**config.mk**
```make
export PLATFORM = sky130hd
export DESIGN_NAME = vt_baudgen
export DESIGN_NICKNAME = d
export VERILOG_FILES = /design/src/rtl/vt_pkg.sv /design/src/rtl/vt_tick_div16.sv /design/src/rtl/vt_baudgen.sv
export SDC_FILE = /design/constraint.sdc
export NUM_CORES = 1
export LEC_CHECK = 0
export CAP_MARGIN = 20
export CORE_ASPECT_RATIO = 0.8
export CORE_MARGIN = 5
export CORE_UTILIZATION = 33
export DETAILED_ROUTE_END_ITERATION = 10
export PLACE_DENSITY = 0.52
export SYNTH_ARGS = -nofsm -noshare
export SYNTH_HDL_FRONTEND = slang
export SYNTH_HIERARCHICAL = 1
export SYNTH_SLANG_ARGS = --single-unit
```
**constraint.sdc**
```tcl
create_clock -name wb_clk_i -period 4 [get_ports wb_clk_i]
set_input_delay 0.8 -clock wb_clk_i [delete_from_list [all_inputs] [get_ports wb_clk_i]]
set_output_delay 0.8 -clock wb_clk_i [all_outputs]
set_load 0.01 [all_outputs]
```
**src/rtl/vt_pkg.sv**
```systemverilog
// Shared terminal-timing definitions: speed codes, baud table and the
// divider / phase-increment calculations used by the UART and register blocks.
package vt_pkg;

    typedef logic [2:0] speed_t;

    localparam int unsigned NUM_SPEEDS = 8;
    localparam speed_t      SPEED_RESET = 3'b100;

    localparam int unsigned BAUD_TAB [NUM_SPEEDS] = '{
        1200, 2400, 4800, 9600, 19200, 38400, 57600, 115200
    };

    // Integer oversample divider, rounded to nearest.
    function automatic longint unsigned calc_div(input longint unsigned clkfreq,
                                                 input speed_t          idx);
        longint unsigned b;
        b = 64'(BAUD_TAB[idx]);
        return (clkfreq + 64'd8 * b) / (64'd16 * b);
    endfunction

    // 32-bit phase increment giving 16*baud carries per second, rounded.
    function automatic longint unsigned calc_inc(input longint unsigned clkfreq,
                                                 input speed_t          idx);
        longint unsigned b;
        b = 64'(BAUD_TAB[idx]);
        return (((64'd16 * b) << 32) + (clkfreq >> 1)) / clkfreq;
    endfunction

endpackage

```
**src/rtl/vt_tick_div16.sv**
```systemverilog
// Divide-by-16 stage: turns the oversample strobe into the mid-bit sample
// pulse and the end-of-bit transmit strobe, both registered.
module vt_tick_div16
    import vt_pkg::*;
(
    input  logic wb_clk_i,
    input  logic wb_rst_n_i,
    input  logic tick16,
    input  logic clr,
    output logic tick_mid,
    output logic tick1
);

    logic [3:0] cnt_reg;
    logic       mid_reg;
    logic       one_reg;

    always_ff @(posedge wb_clk_i or negedge wb_rst_n_i) begin
        if (!wb_rst_n_i) begin
            cnt_reg <= 4'd0;
            mid_reg <= 1'b0;
            one_reg <= 1'b0;
        end else if (clr) begin
            cnt_reg <= 4'd0;
            mid_reg <= 1'b0;
            one_reg <= 1'b0;
        end else begin
            // Pulses are registered alongside tick16 so all three line up.
            mid_reg <= tick16 && (cnt_reg == 4'd7);
            one_reg <= tick16 && (cnt_reg == 4'd15);
            if (tick16) begin
                cnt_reg <= cnt_reg + 4'd1;
            end
        end
    end

    assign tick_mid = mid_reg;
    assign tick1    = one_reg;

endmodule

```
**src/rtl/vt_baudgen.sv**
```systemverilog
// Terminal baud-rate generator. Define VT_BAUDGEN_FRAC_EN to replace the
// integer divider with a 32-bit phase accumulator.
module vt_baudgen
    import vt_pkg::*;
#(
    parameter int unsigned CLKFREQ = 50000000
) (
    input  logic       wb_clk_i,
    input  logic       wb_rst_n_i,
    input  logic [2:0] speed,
    input  logic       enable,
    output logic       tick16,
    output logic       tick_mid,
    output logic       tick1,
    output logic       speed_chg
);

    speed_t speed_q;
    logic   speed_chg_reg;
    logic   tick16_reg;
    logic   speed_chg_next;
    logic   clr;
    logic   rate_hit;
    logic   tick16_next;

    assign speed_chg_next = (speed != speed_q);
    // A speed change or disabled generator restarts everything this cycle.
    assign clr            = speed_chg_next || !enable;
    assign tick16_next    = rate_hit && !clr;

`ifdef VT_BAUDGEN_FRAC_EN
    logic [31:0] inc_tab [NUM_SPEEDS];
    logic [31:0] acc_reg;
    logic [32:0] acc_sum;

    for (genvar gi = 0; gi < NUM_SPEEDS; gi++) begin : g_inc
        localparam longint unsigned INC = calc_inc(64'(CLKFREQ), speed_t'(gi));
        if (INC >= 64'h8000_0000) begin : g_inc_err
            $error("vt_baudgen: phase increment too large for CLKFREQ");
        end
        assign inc_tab[gi] = INC[31:0];
    end

    assign acc_sum  = {1'b0, acc_reg} + {1'b0, inc_tab[speed_q]};
    assign rate_hit = acc_sum[32];

    always_ff @(posedge wb_clk_i or negedge wb_rst_n_i) begin
        if (!wb_rst_n_i) begin
            acc_reg <= 32'd0;
        end else if (clr) begin
            acc_reg <= 32'd0;
        end else begin
            acc_reg <= acc_sum[31:0];
        end
    end
`else
    logic [31:0] div_tab [NUM_SPEEDS];
    logic [31:0] cnt_reg;

    for (genvar gi = 0; gi < NUM_SPEEDS; gi++) begin : g_div
        localparam longint unsigned DIV = calc_div(64'(CLKFREQ), speed_t'(gi));
        if (DIV < 64'd2) begin : g_div_err
            $error("vt_baudgen: divider below 2 for CLKFREQ");
        end
        assign div_tab[gi] = DIV[31:0];
    end

    assign rate_hit = (cnt_reg == div_tab[speed_q] - 32'd1);

    always_ff @(posedge wb_clk_i or negedge wb_rst_n_i) begin
        if (!wb_rst_n_i) begin
            cnt_reg <= 32'd0;
        end else if (clr || rate_hit) begin
            cnt_reg <= 32'd0;
        end else begin
            cnt_reg <= cnt_reg + 32'd1;
        end
    end
`endif

    always_ff @(posedge wb_clk_i or negedge wb_rst_n_i) begin
        if (!wb_rst_n_i) begin
            speed_q       <= SPEED_RESET;
            speed_chg_reg <= 1'b0;
            tick16_reg    <= 1'b0;
        end else begin
            speed_q       <= speed;
            speed_chg_reg <= speed_chg_next;
            tick16_reg    <= tick16_next;
        end
    end

    vt_tick_div16 u_div16 (
        .wb_clk_i   (wb_clk_i),
        .wb_rst_n_i (wb_rst_n_i),
        .tick16     (tick16_next),
        .clr        (clr),
        .tick_mid   (tick_mid),
        .tick1      (tick1)
    );

    assign tick16    = tick16_reg;
    assign speed_chg = speed_chg_reg;

endmodule
```
# == Word level (Yosys, flattened, before mapping) ==
# Memory sizes are Yosys's and may differ from the RTL's.
# Index checks and enable logic that the tools add are counted.
# totals
ff_bits,43
latch_bits,0
ramBits,0
romBits,256
in_bits,6
out_inout_bits,4
elab_cells,32
n_memories,1
# mem_list
memory,depth,word_bits,rd,rd_clocked_by_memory_dff,wr,line,source
(no name shown),8,32,1,0,0,vt_baudgen.sv:68,assign rate_hit = (cnt_reg == div_tab[speed_q] - 32'd1);
# op_classes
n_addsub,3
n_mul,0
div_mod_pow,0
n_lt_le_gt_ge,1
eq_ne,4
shifts,0
mux,7
bitwise,1
reduce_logical,8
# op_table
operator,n
$mux W32,3
$add A32 B1 Y32 const B,1
$eq A32 B32 Y1,1
$sub A32 B1 Y32 const B,1
$mux W4,2
$add A4 B1 Y4 const B,1
$eq A4 B3 Y1 const B,1
$eq A4 B4 Y1 const B,1
$ge A4 B4 Y1 const B,1
$not A3 Y4,1
$logic_and A1 B1 Y1,3
$ne A3 B3 Y1,1
$logic_not A1 Y1,2
$logic_or A1 B1 Y1,2
$mux W1,2
$reduce_bool A2 Y1,1

# == Depth between registers and ports, before layout ==
# depth
depth_word,9
depth_mapped,13
mapped_depth_nobuf,10

# == Modules after synthesis ==
# The synthesis kept the hierarchy.
# by_module_without_submodules
mod,instances,cells_each,area_each_um2
vt_baudgen,1,248,2142.1
vt_tick_div16,1,22,296.5

# == Worst setup path after synthesis ==
# No wires, ideal clock.
# synth_timing
path_type,reg-to-reg
start,reg speed_q[2]
end,reg u_div16.cnt_reg[3]
setup_time_ns,0.125
arrival_time_ns,2.711
setup_slack_ns,1.164
path_stages_with_launch,14
path_buffers,3
period_less_slack_ns,2.836
cell_sequence,dfstp_2 > buf_2 > buf_2 > xor2_1 > nor2_1 > ha_1 > xor2_1 > xnor3_1 > a31oi_1 > nand4_1 > nor4_1 > buf_6 > nand4_4 > mux2_4
# synth_via
elab_chain_cells,8
elab_cells_between_ends,12
cone_classes,add/sub: 1; eq/ne: 2; mux: 3; bitwise: 1; reduce/logical: 4; memory: 1
# synth_rtl
item,line,source
start: declaration,vt_baudgen.sv:18,speed_t speed_q;
start signal: assignment,vt_baudgen.sv:87,speed_q <= speed;
$not A3 Y4 (not written as such),vt_baudgen.sv:68,
$mem_v2 Z8 W32,n/a,
$mux W32 (not written as such) (2 in a row),vt_baudgen.sv:68,
$sub A32 B1 Y32,vt_baudgen.sv:68,
$eq A32 B32 Y1,vt_baudgen.sv:68,
$logic_and A1 B1 Y1 (*),vt_baudgen.sv:29,assign tick16_next = rate_hit && !clr;
named net tick16_next,vt_baudgen.sv:24,logic tick16_next;
$reduce_bool A2 Y1 (no line) (*),n/a,
end signal: assignment,vt_tick_div16.sv:32,cnt_reg <= cnt_reg + 4'd1;
end: declaration,vt_tick_div16.sv:14,logic [3:0] cnt_reg;
# Mark *: on every way through the listed nets, which the timed path passes. The rest lies on a longest branch. The select of a mux whose other input is x is not followed.
# A chain may end at the register's enable or synchronous reset.

# == Final worst setup path ==
# layout_timing
start,reg speed_q[0]
end,reg u_div16.cnt_reg[3]
# The elaborated chain is that of the path after synthesis.

==> impl_metrics.env <==
export IMPL_status="complete, no violations"
export IMPL_area_delta_synth_final_pct=12.5
export IMPL_crit_fanout=16
export IMPL_regArea_mm2=0.00108
export IMPL_final_common_cell="nor2_1"
export IMPL_h_tree_depth=2
export IMPL_cts_buffers=5
export IMPL_vias=1850
export IMPL_required_ns=4.19
export IMPL_drv_slew=0
export IMPL_startpoint_type="register"
export IMPL_fill_cells=750
export IMPL_p_per_area_mw_per_mm2=331
export IMPL_largest_reg_flops=32
export IMPL_syn_num_nets=279
export IMPL_gp_congestion=0.844
export IMPL_pwr_share_seq_pct=49.1
export IMPL_synth_largest_area_cell="dfrtp_1"
export IMPL_period_needed_ns=2.91
export IMPL_final_layout_size_suffix_gt1_share_pct=6.47
export IMPL_max_stage_delay_ns=0.65
export IMPL_switching_share_pct=21.5
export IMPL_p_int_uw=714
export IMPL_hold_class="in2async"
export IMPL_drt_drc_violations_left=0
export IMPL_max_slew_margin_pct=67.3
export IMPL_port_buffers=9
export IMPL_p_switching_uw=195
export IMPL_wl_um=5010
export IMPL_ys_seq_area_share_pct=44.2
export IMPL_fp_dieW_um=106
export IMPL_synth_warnings=6
export IMPL_num_rows=28
export IMPL_combPwrFrac_pct=6.7
export IMPL_first_iter_violations=48
export IMPL_clkLatencyLatePin_ns=0.29
export IMPL_rsz0062_at_grt="no"
export IMPL_synth_top_area_share_pct=43.1
export IMPL_fmax_ghz=0.344
export IMPL_tns_ns=0
export IMPL_die_area_mm2=0.00922
export IMPL_syn_cell_area_mm2=0.00244
export IMPL_hold_buffers=0
export IMPL_worstMarginPinSlew_ns=0.491
export IMPL_vias_per_cell=5.03
export IMPL_avgSynthCellArea_um2=9.03
export IMPL_ant_nets=0
export IMPL_synthCells=270
export IMPL_n_antenna_cell=0
export IMPL_grt_ovfl_total=0
export IMPL_firstDrtPassIters=4
export IMPL_clkPwrFrac_pct=44.2
export IMPL_crit_arrival_ns=3.10
export IMPL_peakVddDrop_uv=120
export IMPL_post_cts_resized=0
export IMPL_leakage_uw=0.00110
export IMPL_whs_ns=0.387
export IMPL_numClockSinks=43
export IMPL_worst_path_max_delay_cell="dfrtp_1"
export IMPL_finalNetCount=286
export IMPL_tritoncts="yes"
export IMPL_antenna_found_initial=0
export IMPL_grt_start_max_net_pins=44
export IMPL_wl_per_cell_um=13.6
export IMPL_root_buffer="clkbuf_8"
export IMPL_crit_chain="and2b_1 > xnor2_1 > ha_1 > xor2_1 > xnor3_1 > a31oi_1 > nand4_1 > nor4_1 > buf_4 > nand4_4 > mux2_4"
export IMPL_multi_input_area_mm2=0.00125
export IMPL_ios=10
export IMPL_track_usage_pct=12.0
export IMPL_cap_violations=0
export IMPL_synthTopCellsByArea="dfrtp_1, xnor2_1, nor2_1"
export IMPL_postCtsSetupBuffers=0
export IMPL_ys_ff_latch=43
export IMPL_initial_core_util_pct=33.5
export IMPL_grt_pass1_vias=1769
export IMPL_setup_violations=0
export IMPL_p_total_uw=909
export IMPL_hpwlAfterDp_um=3520
export IMPL_layout_common_cells="nor2_1, dfrtp_1, xnor2_1"
export IMPL_post_route_period_util_pct=72.8
export IMPL_clk_pin_slew_worst_paths_ns=0.08
export IMPL_hold_viol=0
export IMPL_grt_pass1_wl_um=8670
export IMPL_fin_skew_ns=0.00540
export IMPL_crit_path_end_kind="register"
export IMPL_crit_type="reg2reg"
export IMPL_die_y_um=86.9
export IMPL_core_area_mm2=0.00729
export IMPL_cts_buffer_depth=2
export IMPL_synth_cell_types=41
-- cell families after synthesis --
| family | share of synthesized area (%) |
|---|---|
| flops | 44.2 |
| simple gates | 26.7 |
| mux | 1.44 |
| xor+xnor | 14.2 |
| fa+ha+maj | 1.54 |
| buf+inv | 4.62 |
| compound gates | 7.29 |
-- through the flow --
step                      std cells  utilization (%)  setup slack [ns]  cell area, um2
after floorplan                 270                -              1.16            2440
after global placement          359             35.6              1.18            2590
after detailed placement        359             35.6              1.10            2590
after CTS                       367             37.4              1.08            2720
after global routing            368             37.7             0.769            2740
final                           368             37.7              1.09            2740
-- final timing paths --
path,from,endpoint,slack [ns],cells after the start
setup / recovery,speed_q[0],u_div16/cnt_reg[3],1.09,11
max in group asynchronous,wb_rst_n_i,speed_chg,3.15,2
hold / removal,wb_rst_n_i,cnt_reg[6],0.39,1
hold reg to reg,cnt_reg[14],cnt_reg[14],0.57,2
setup reg to reg,speed_q[0],u_div16/cnt_reg[3],1.09,11
min in group wb_clk_i,cnt_reg[14],cnt_reg[14],0.57,2
-- final cells by class --
type,count,share of cell area (%)
Sequential cell,43,39.3
Clock inverter,2,2.19
Multi-Input combinational cell,202,45.5
Timing Repair Buffer,13,4.65
Clock buffer,6,2.64
Tap cell,90,4.10
Inverter,12,1.64
-- power groups by stage --
stage                     clock network [uW]  registers (uW)  logic [uW]
final                                    402             446        61.3
after global routing                     435             447        70.8
after detailed placement                   0             455        60.2
after global placement                     0             454        60.1
after floorplan                            0             448        42.4
after CTS                                418             446        60.6
-- synthesized netlist by cell type (all sizes together) --
library cell	number
a21oi	12
ha	3
a211oi	3
xnor3	1
o31ai	1
dfstp	1
inv	12
o22ai	1
nor2	48
and2b	1
nand4	10
buf	10
o311a	1
nor4	6
nand3b	2
mux2i	2
nand2	14
and4b	1
nor2b	5
o21bai	1
dfrtp	42
clkbuf	3
nand2b	2
nor3	8
and4	2
o21ai	8
a21bo	1
a31oi	1
or3	6
nand3	16
xnor2	21
and3	7
mux2	1
xor2	16
o211ai	1
-- routing by layer --
layer | part of all wire [%] | up-vias | GRT usage, %
met5 | 0 | - | 0
met4 | 1.2 | 0 | 4.12
met3 | 3.2 | 7 | 3.04
met2 | 40 | 19 | 17.1
met1 | 55 | 893 | 17.5
li1 | - | 931 | -
-- critical path, delay by kind of cell (launching register included) --
family,cells,cell delay (ns)
mux,1,0.30
buf+inv,1,0.22
xor+xnor,3,0.54
compound gates,1,0.15
fa+ha+maj,1,0.21
simple gates,4,0.72
flops,1,0.65
Power figures use the tool's default switching activity.
